--- src/rtl/br_pkg.sv ---
// Shared definitions for branch resolution: condition codes, flag bit positions
// and the resolver FSM state encoding.
package br_pkg;

    localparam logic [2:0] CCC_NE  = 3'b000;
    localparam logic [2:0] CCC_EQ  = 3'b001;
    localparam logic [2:0] CCC_GT  = 3'b010;
    localparam logic [2:0] CCC_LT  = 3'b011;
    localparam logic [2:0] CCC_GE  = 3'b100;
    localparam logic [2:0] CCC_LE  = 3'b101;
    localparam logic [2:0] CCC_OV  = 3'b110;
    localparam logic [2:0] CCC_UNC = 3'b111;

    localparam int FLAG_Z = 2;
    localparam int FLAG_V = 1;
    localparam int FLAG_N = 0;

    typedef enum logic [1:0] {
        ST_IDLE       = 2'd0,
        ST_WAIT_FLAGS = 2'd1,
        ST_REDIRECT   = 2'd2
    } br_state_e;

endpackage

--- src/rtl/br_cond_eval.sv ---
// Combinational condition evaluator: condition code against {Z,V,N} -> taken.
// Kept free of state so the single-cycle CPU can reuse it directly.
module br_cond_eval
    import br_pkg::*;
(
    input  logic [2:0] ccc,
    input  logic [2:0] flags,
    output logic       taken
);

    logic z;
    logic v;
    logic n;

    assign z = flags[FLAG_Z];
    assign v = flags[FLAG_V];
    assign n = flags[FLAG_N];

    always_comb begin
        taken = 1'b0;
        case (ccc)
            CCC_NE:  taken = ~z;
            CCC_EQ:  taken = z;
            CCC_GT:  taken = ~z & ~n;
            CCC_LT:  taken = n;
            CCC_GE:  taken = z | ~n;
            CCC_LE:  taken = z | n;
            CCC_OV:  taken = v;
            CCC_UNC: taken = 1'b1;
            default: taken = 1'b0;
        endcase
    end

endmodule

--- src/rtl/branch_resolve.sv ---
// ID-stage branch resolver: waits out in-flight flag writes, evaluates the
// condition, and issues a registered one-cycle redirect/flush for taken branches.
module branch_resolve
    import br_pkg::*;
#(
    parameter int PC_W  = 16,
    parameter int IMM_W = 9
) (
    input  logic             clk,
    input  logic             rst,
    input  logic             br_valid,
    input  logic             br_is_reg,
    input  logic [2:0]       br_ccc,
    input  logic [IMM_W-1:0] br_imm,
    input  logic [PC_W-1:0]  pc_plus2,
    input  logic [PC_W-1:0]  rs_val,
    input  logic [2:0]       flags_q,
    input  logic [2:0]       ex_flag_wen,
    input  logic             ex_hold,
    output logic             stall_id,
    output logic             redirect,
    output logic [PC_W-1:0]  redirect_pc,
    output logic             flush_if,
    output logic [PC_W-1:0]  br_cnt,
    output logic [PC_W-1:0]  taken_cnt
);

    br_state_e          state_q, state_d;
    logic               redirect_q, redirect_d;
    logic [PC_W-1:0]    redirect_pc_q, redirect_pc_d;
    logic [PC_W-1:0]    br_cnt_q, br_cnt_d;
    logic [PC_W-1:0]    taken_cnt_q, taken_cnt_d;

    logic               cond_taken;
    logic               eval;
    logic signed [PC_W-1:0] off_ext;
    logic [PC_W-1:0]    target;

    function automatic logic [PC_W-1:0] sat_inc(input logic [PC_W-1:0] v);
        return (&v) ? v : v + {{(PC_W-1){1'b0}}, 1'b1};
    endfunction

    br_cond_eval u_cond (
        .ccc   (br_ccc),
        .flags (flags_q),
        .taken (cond_taken)
    );

    // Word offset: sign-extend, then scale to bytes; the add wraps modulo 2^PC_W.
    assign off_ext = {{(PC_W-IMM_W){br_imm[IMM_W-1]}}, br_imm};
    assign target  = br_is_reg ? rs_val : pc_plus2 + (off_ext <<< 1);

    always_comb begin
        state_d       = state_q;
        redirect_d    = 1'b0;
        redirect_pc_d = redirect_pc_q;
        br_cnt_d      = br_cnt_q;
        taken_cnt_d   = taken_cnt_q;
        stall_id      = 1'b0;
        eval          = 1'b0;

        case (state_q)
            ST_IDLE: begin
                if (br_valid) begin
                    if (ex_flag_wen != 3'b000) begin
                        stall_id = 1'b1;
                        if (!ex_hold) state_d = ST_WAIT_FLAGS;
                    end else if (!ex_hold) begin
                        eval = 1'b1;
                    end
                end
            end
            ST_WAIT_FLAGS: begin
                if (ex_hold) stall_id = 1'b1;
                else         eval     = 1'b1;
            end
            // The branch sitting in ID now is on the wrong path; ignore it.
            ST_REDIRECT: state_d = ST_IDLE;
            default:     state_d = ST_IDLE;
        endcase

        if (eval) begin
            br_cnt_d = sat_inc(br_cnt_q);
            if (cond_taken) begin
                taken_cnt_d   = sat_inc(taken_cnt_q);
                redirect_pc_d = target;
                redirect_d    = 1'b1;
                state_d       = ST_REDIRECT;
            end else begin
                state_d = ST_IDLE;
            end
        end
    end

    always_ff @(posedge clk or posedge rst) begin
        if (rst) begin
            state_q       <= ST_IDLE;
            redirect_q    <= 1'b0;
            redirect_pc_q <= '0;
            br_cnt_q      <= '0;
            taken_cnt_q   <= '0;
        end else begin
            state_q       <= state_d;
            redirect_q    <= redirect_d;
            redirect_pc_q <= redirect_pc_d;
            br_cnt_q      <= br_cnt_d;
            taken_cnt_q   <= taken_cnt_d;
        end
    end

    assign redirect    = redirect_q;
    assign flush_if    = redirect_q;
    assign redirect_pc = redirect_pc_q;
    assign br_cnt      = br_cnt_q;
    assign taken_cnt   = taken_cnt_q;

endmodule

--- config.mk ---
export PLATFORM = sky130hd
export DESIGN_NAME = branch_resolve
export DESIGN_NICKNAME = d
export VERILOG_FILES = /design/src/rtl/br_pkg.sv /design/src/rtl/br_cond_eval.sv /design/src/rtl/branch_resolve.sv
export SDC_FILE = /design/constraint.sdc
export NUM_CORES = 1
export LEC_CHECK = 0
export BUFFER_PORTS_ARGS = -buffer_cell sky130_fd_sc_hd__buf_2
export CORE_MARGIN = 2
export CORE_UTILIZATION = 50
export CTS_CLUSTER_DIAMETER = 150
export CTS_CLUSTER_SIZE = 30
export DETAILED_ROUTE_END_ITERATION = 8
export HOLD_SLACK_MARGIN = 0.06
export PLACE_DENSITY = 0.8
export SLEW_MARGIN = 30
export SYNTH_ARGS = -nofsm -noshare
export SYNTH_HDL_FRONTEND = slang
export SYNTH_SLANG_ARGS = --single-unit
--- constraint.sdc ---
create_clock -name clk -period 4.1 [get_ports clk]
set_input_delay 0.615 -clock clk [delete_from_list [all_inputs] [get_ports clk]]
set_output_delay 0.615 -clock clk [all_outputs]
set_load 0.1 [all_outputs]
==> metrics.md <==
| Metric | Value |
|---|---|
| Status | `finished, final reports clean` |
| Power per cell area | `615 nW/um^2` |
| Clk_skew | `about 0.0024 ns` |
| GR peak layer | `met2` |
| Hold-fix buffers at CTS | `0` |
| DRT Wirelength | `6590 um` |
| Synth warn | `0` |
| Total grt overflow | `0` |
| Routability Congestion | `0.857` |
| Dominant synthesized flop cell | `dfrtp_1` |
| Crit Path Class | `in2reg` |
| Remaining antenna violation count after routing | `0` |
| Switch share | `0.581` |
| Util after Layout | `0.631` |
| Buffers on Ports | `105` |
| Cells after DPL | `498` |
| Combinational share of power | `0.570` |
| Initial antenna violation count | `0` |
| P&R area growth vs syn | `20.9%` |
| Slew Limit Fails | `0` |
| Core ar. | `5960 um^2` |
| Most used cell, CP | `a21oi_1` |
| Diode count | `0` |
| Std cell rows | `28` |
| Final Non-Filler Cells | `504` |
| Mapped Nets | `~400` |
| RSZ-0062 raised after global routing | `false` |
| CP max stage delay | `0.37 ns` |
| Flop pwr share | `0.316` |
| Number of global-route vias before repair | `~2.6k` |
| Num CTS Buffers | `5` |
| Final setup vio count | `0` |
| Cell family with most CP delay | `compound AO/OA/AOI/OAI gates` |
| Total GRT Usage | `0.197` |
| Reg2reg end | `br_cnt[1]` |
| Worst path depth | `10` |
| Min cycle time layout | `between 2 and 2.5 ns` |
| Clk root buf | `clkbuf_8` |
| Yosys reg bits | `51` |
| P_leak | `approximately 1.9 nW` |
| Area of the multi-input gates | `1730 um^2` |
| TritonRoute pass-1 iters | `4` |
| Sw Pwr | `between 1 and 1.5 mW` |
| I/O pin count | `106` |
| Hold Slack | `0.400 ns` |
| VDD IR max | `a little under 500 uV` |
| Reg2reg start | `br_cnt[5]` |
| Routed wire per std cell | `approximately 13 um` |
| Post-synthesis sequential area ratio | `0.411` |
| CTS tree | `yes` |
| Worst hold path class | `in2async` |
| Starting Density | `0.522` |
| Grt met3 use | `0.0209` |
| Async S/R FF share, synth | `1.00` |
| Final hold violation count | `0` |
| Largest net degree at the start of global routing | `52` |
| Cells on worst reg2reg path | `5` |
| Vias per Instance | `5.40` |
| Nets@finish | `approximately 500` |
| Fillers | `539` |
| HPWL after detailed placement | `5290 um` |
| Total of max-cap violations | `0` |
| FF+latch area | `about 1300 um^2` |
| CP required | `4.31 ns` |
| CP Launch Type | `input port` |
| DR iter-0 viols | `79` |
| Cells after Synth | `325` |
| Maximum fanout along the worst path | `4` |
| Via count | `2,722` |
| Final setup TNS | `0 ns` |
| Worst slew pin tran | `0.614 ns` |
| Unique masters post-synth | `50` |
| Syn_area_per_cell | `~9.6 um^2` |
| Post-route total power | `2.31 mW` |
| Met2 Use GR | `0.354` |
| Worst skew pair latency | `0.29 ns` |
| Residual DRC | `0` |
| Kind of end point of the critical path | `flip-flop` |
| Post-CTS resize count | `0` |
| First-pass GRT wire length | `11,500 um` |
| Slowest CP cell | `fa_1` |
| Fmax | `approximately 0.45 GHz` |
| Number of synthesized flops with an enable pin | `0` |
| Mapped Area | `3110 um^2` |
| Reg2reg setup slack | `approximately 2.1 ns` |
| Clock power frac | `0.114` |
| Critical path data arrival time | `roughly 2.4 ns` |
| Crit path cell chain | `buf_2 -> ha_1 -> inv_1 -> fa_1 -> nor2b_1 -> o2111ai_1 -> a21oi_1 -> a21oi_1 -> xnor2_1 -> o211ai_1` |
| Chip Height | `82.8 um` |
| Slew HR | `0.591` |
| Layout cells sized above 1 | `0.291` |
| Clock Path Buffers | `2` |
| Clock sink count | `51` |
| Internal power | `0.967 mW` |
| WP buf/inv | `2` |
| H-tree levels | `2` |
| Period utilisation layout | `0.538` |
| Die area | `6860 um^2` |
| Die Wd | `82.8 um` |
| CTS clk-pin slew, worst paths | `0.08 ns` |
| # Post-CTS Setup Buffers | `0` |
| M1 GR Usage | `0.250` |
-- per-stage QoR --
stage / cell area (um^2) / worst slack [ns]
after detailed placement: 3680 / 1.58
after global routing: 3760 / 1.70
after floorplan: 3110 / 1.22
after CTS: 3760 / 1.88
after global placement: 3680 / 1.64
final: 3760 / 1.90
-- metal layers --
| layer | share of wire | up-vias |
|---|---|---|
| li1 | - | 1368 |
| met1 | 0.44 | 1260 |
| met2 | 0.49 | 84 |
| met3 | 0.055 | 10 |
| met4 | 0.015 | 0 |
| met5 | 0 | - |
-- synth_stat cells (4+ instances only) --
library cell | count | share of area
ha_1 | 16 | 0.064
a21oi_1 | 23 | 0.037
a211oi_1 | 5 | 0.012
o211ai_1 | 6 | 0.014
mux2_2 | 4 | 0.014
nor2_1 | 19 | 0.023
xnor2_1 | 22 | 0.062
xor2_1 | 14 | 0.039
nand4_1 | 4 | 0.0081
dfrtp_1 | 51 | 0.41
a21o_1 | 5 | 0.012
inv_1 | 12 | 0.014
o21ai_0 | 16 | 0.026
nand2_1 | 37 | 0.045
nand3_1 | 20 | 0.032
mux2i_1 | 5 | 0.016
nor3_1 | 9 | 0.014
and3_1 | 5 | 0.010
-- power groups by stage --
stage,Combinational (mW),Sequential (mW),Clock (mW)
global placement,1.32,0.733,0
finish,1.32,0.729,0.263
floorplan,0.272,1.56,0
CTS,1.33,0.730,0.271
global route,1.39,0.752,0.288
detailed placement,1.33,0.739,0
-- cell usage in the layout, fill, tap and decap left out, types with 3 or more instances in the layout --
cell type / instances
buf_2: 105
dfrtp_1: 51
nand2_1: 37
a21oi_1: 23
xnor2_1: 22
nand3_1: 20
nor2_1: 19
o21ai_0: 16
ha_1: 16
xor2_1: 14
inv_1: 11
nor3_1: 9
o211ai_1: 6
and3_1: 5
a211oi_1: 5
mux2i_1: 5
a21o_1: 5
clkbuf_8: 5
nand4_1: 4
mux2_2: 4
and4_1: 3
a41o_1: 3
and2_1: 3
nand2b_1: 3
nor2b_1: 3
o21bai_1: 3
-- flip-flops by register name, indices dropped and copies added (netlist names) --
signal and count:
taken_cnt 16, redirect_pc 16, state_q 2, flush_if 1, br_cnt 16
-- worst register-to-register path, stage by stage, from the launching register on --
cell     delay, ns
dfrtp_1       0.43
and3_1        0.22
nand4_1       0.20
nor3_1        0.40
a41o_1        0.28
mux2_2        0.34
-- cell type report --
class / count / share of cell area
Multi-Input combinational cell: 253 / 0.461
Sequential cell: 51 / 0.340
Timing Repair Buffer: 106 / 0.142
Tap cell: 75 / 0.0250
Clock buffer: 6 / 0.0193
Inverter: 13 / 0.0137
-- worst max-delay path by stage --
stage / startpoint / endpoint
after floorplan: ex_flag_wen[1] / stall_id
after global placement: br_imm[4] / redirect_pc[9]
after detailed placement: br_imm[0] / redirect_pc[11]
after CTS: br_imm[0] / redirect_pc[13]
after global routing: br_imm[0] / redirect_pc[11]
final: br_imm[0] / redirect_pc[13]
-- cell families (layout without fill, tap and decap cells) --
kind of cell,count (synthesis),in the layout,share of synthesized area
and+or+nand+nor,117,117,0.198
DFF,51,51,0.411
buffers and inverters,21,125,0.0322
xor gates and xnor gates,36,36,0.101
muxes,9,9,0.0306
AOI/OAI and AO/OA,74,74,0.156
adders and majority gates,17,17,0.0709
Note: power is estimated with default switching activity, not from simulation.
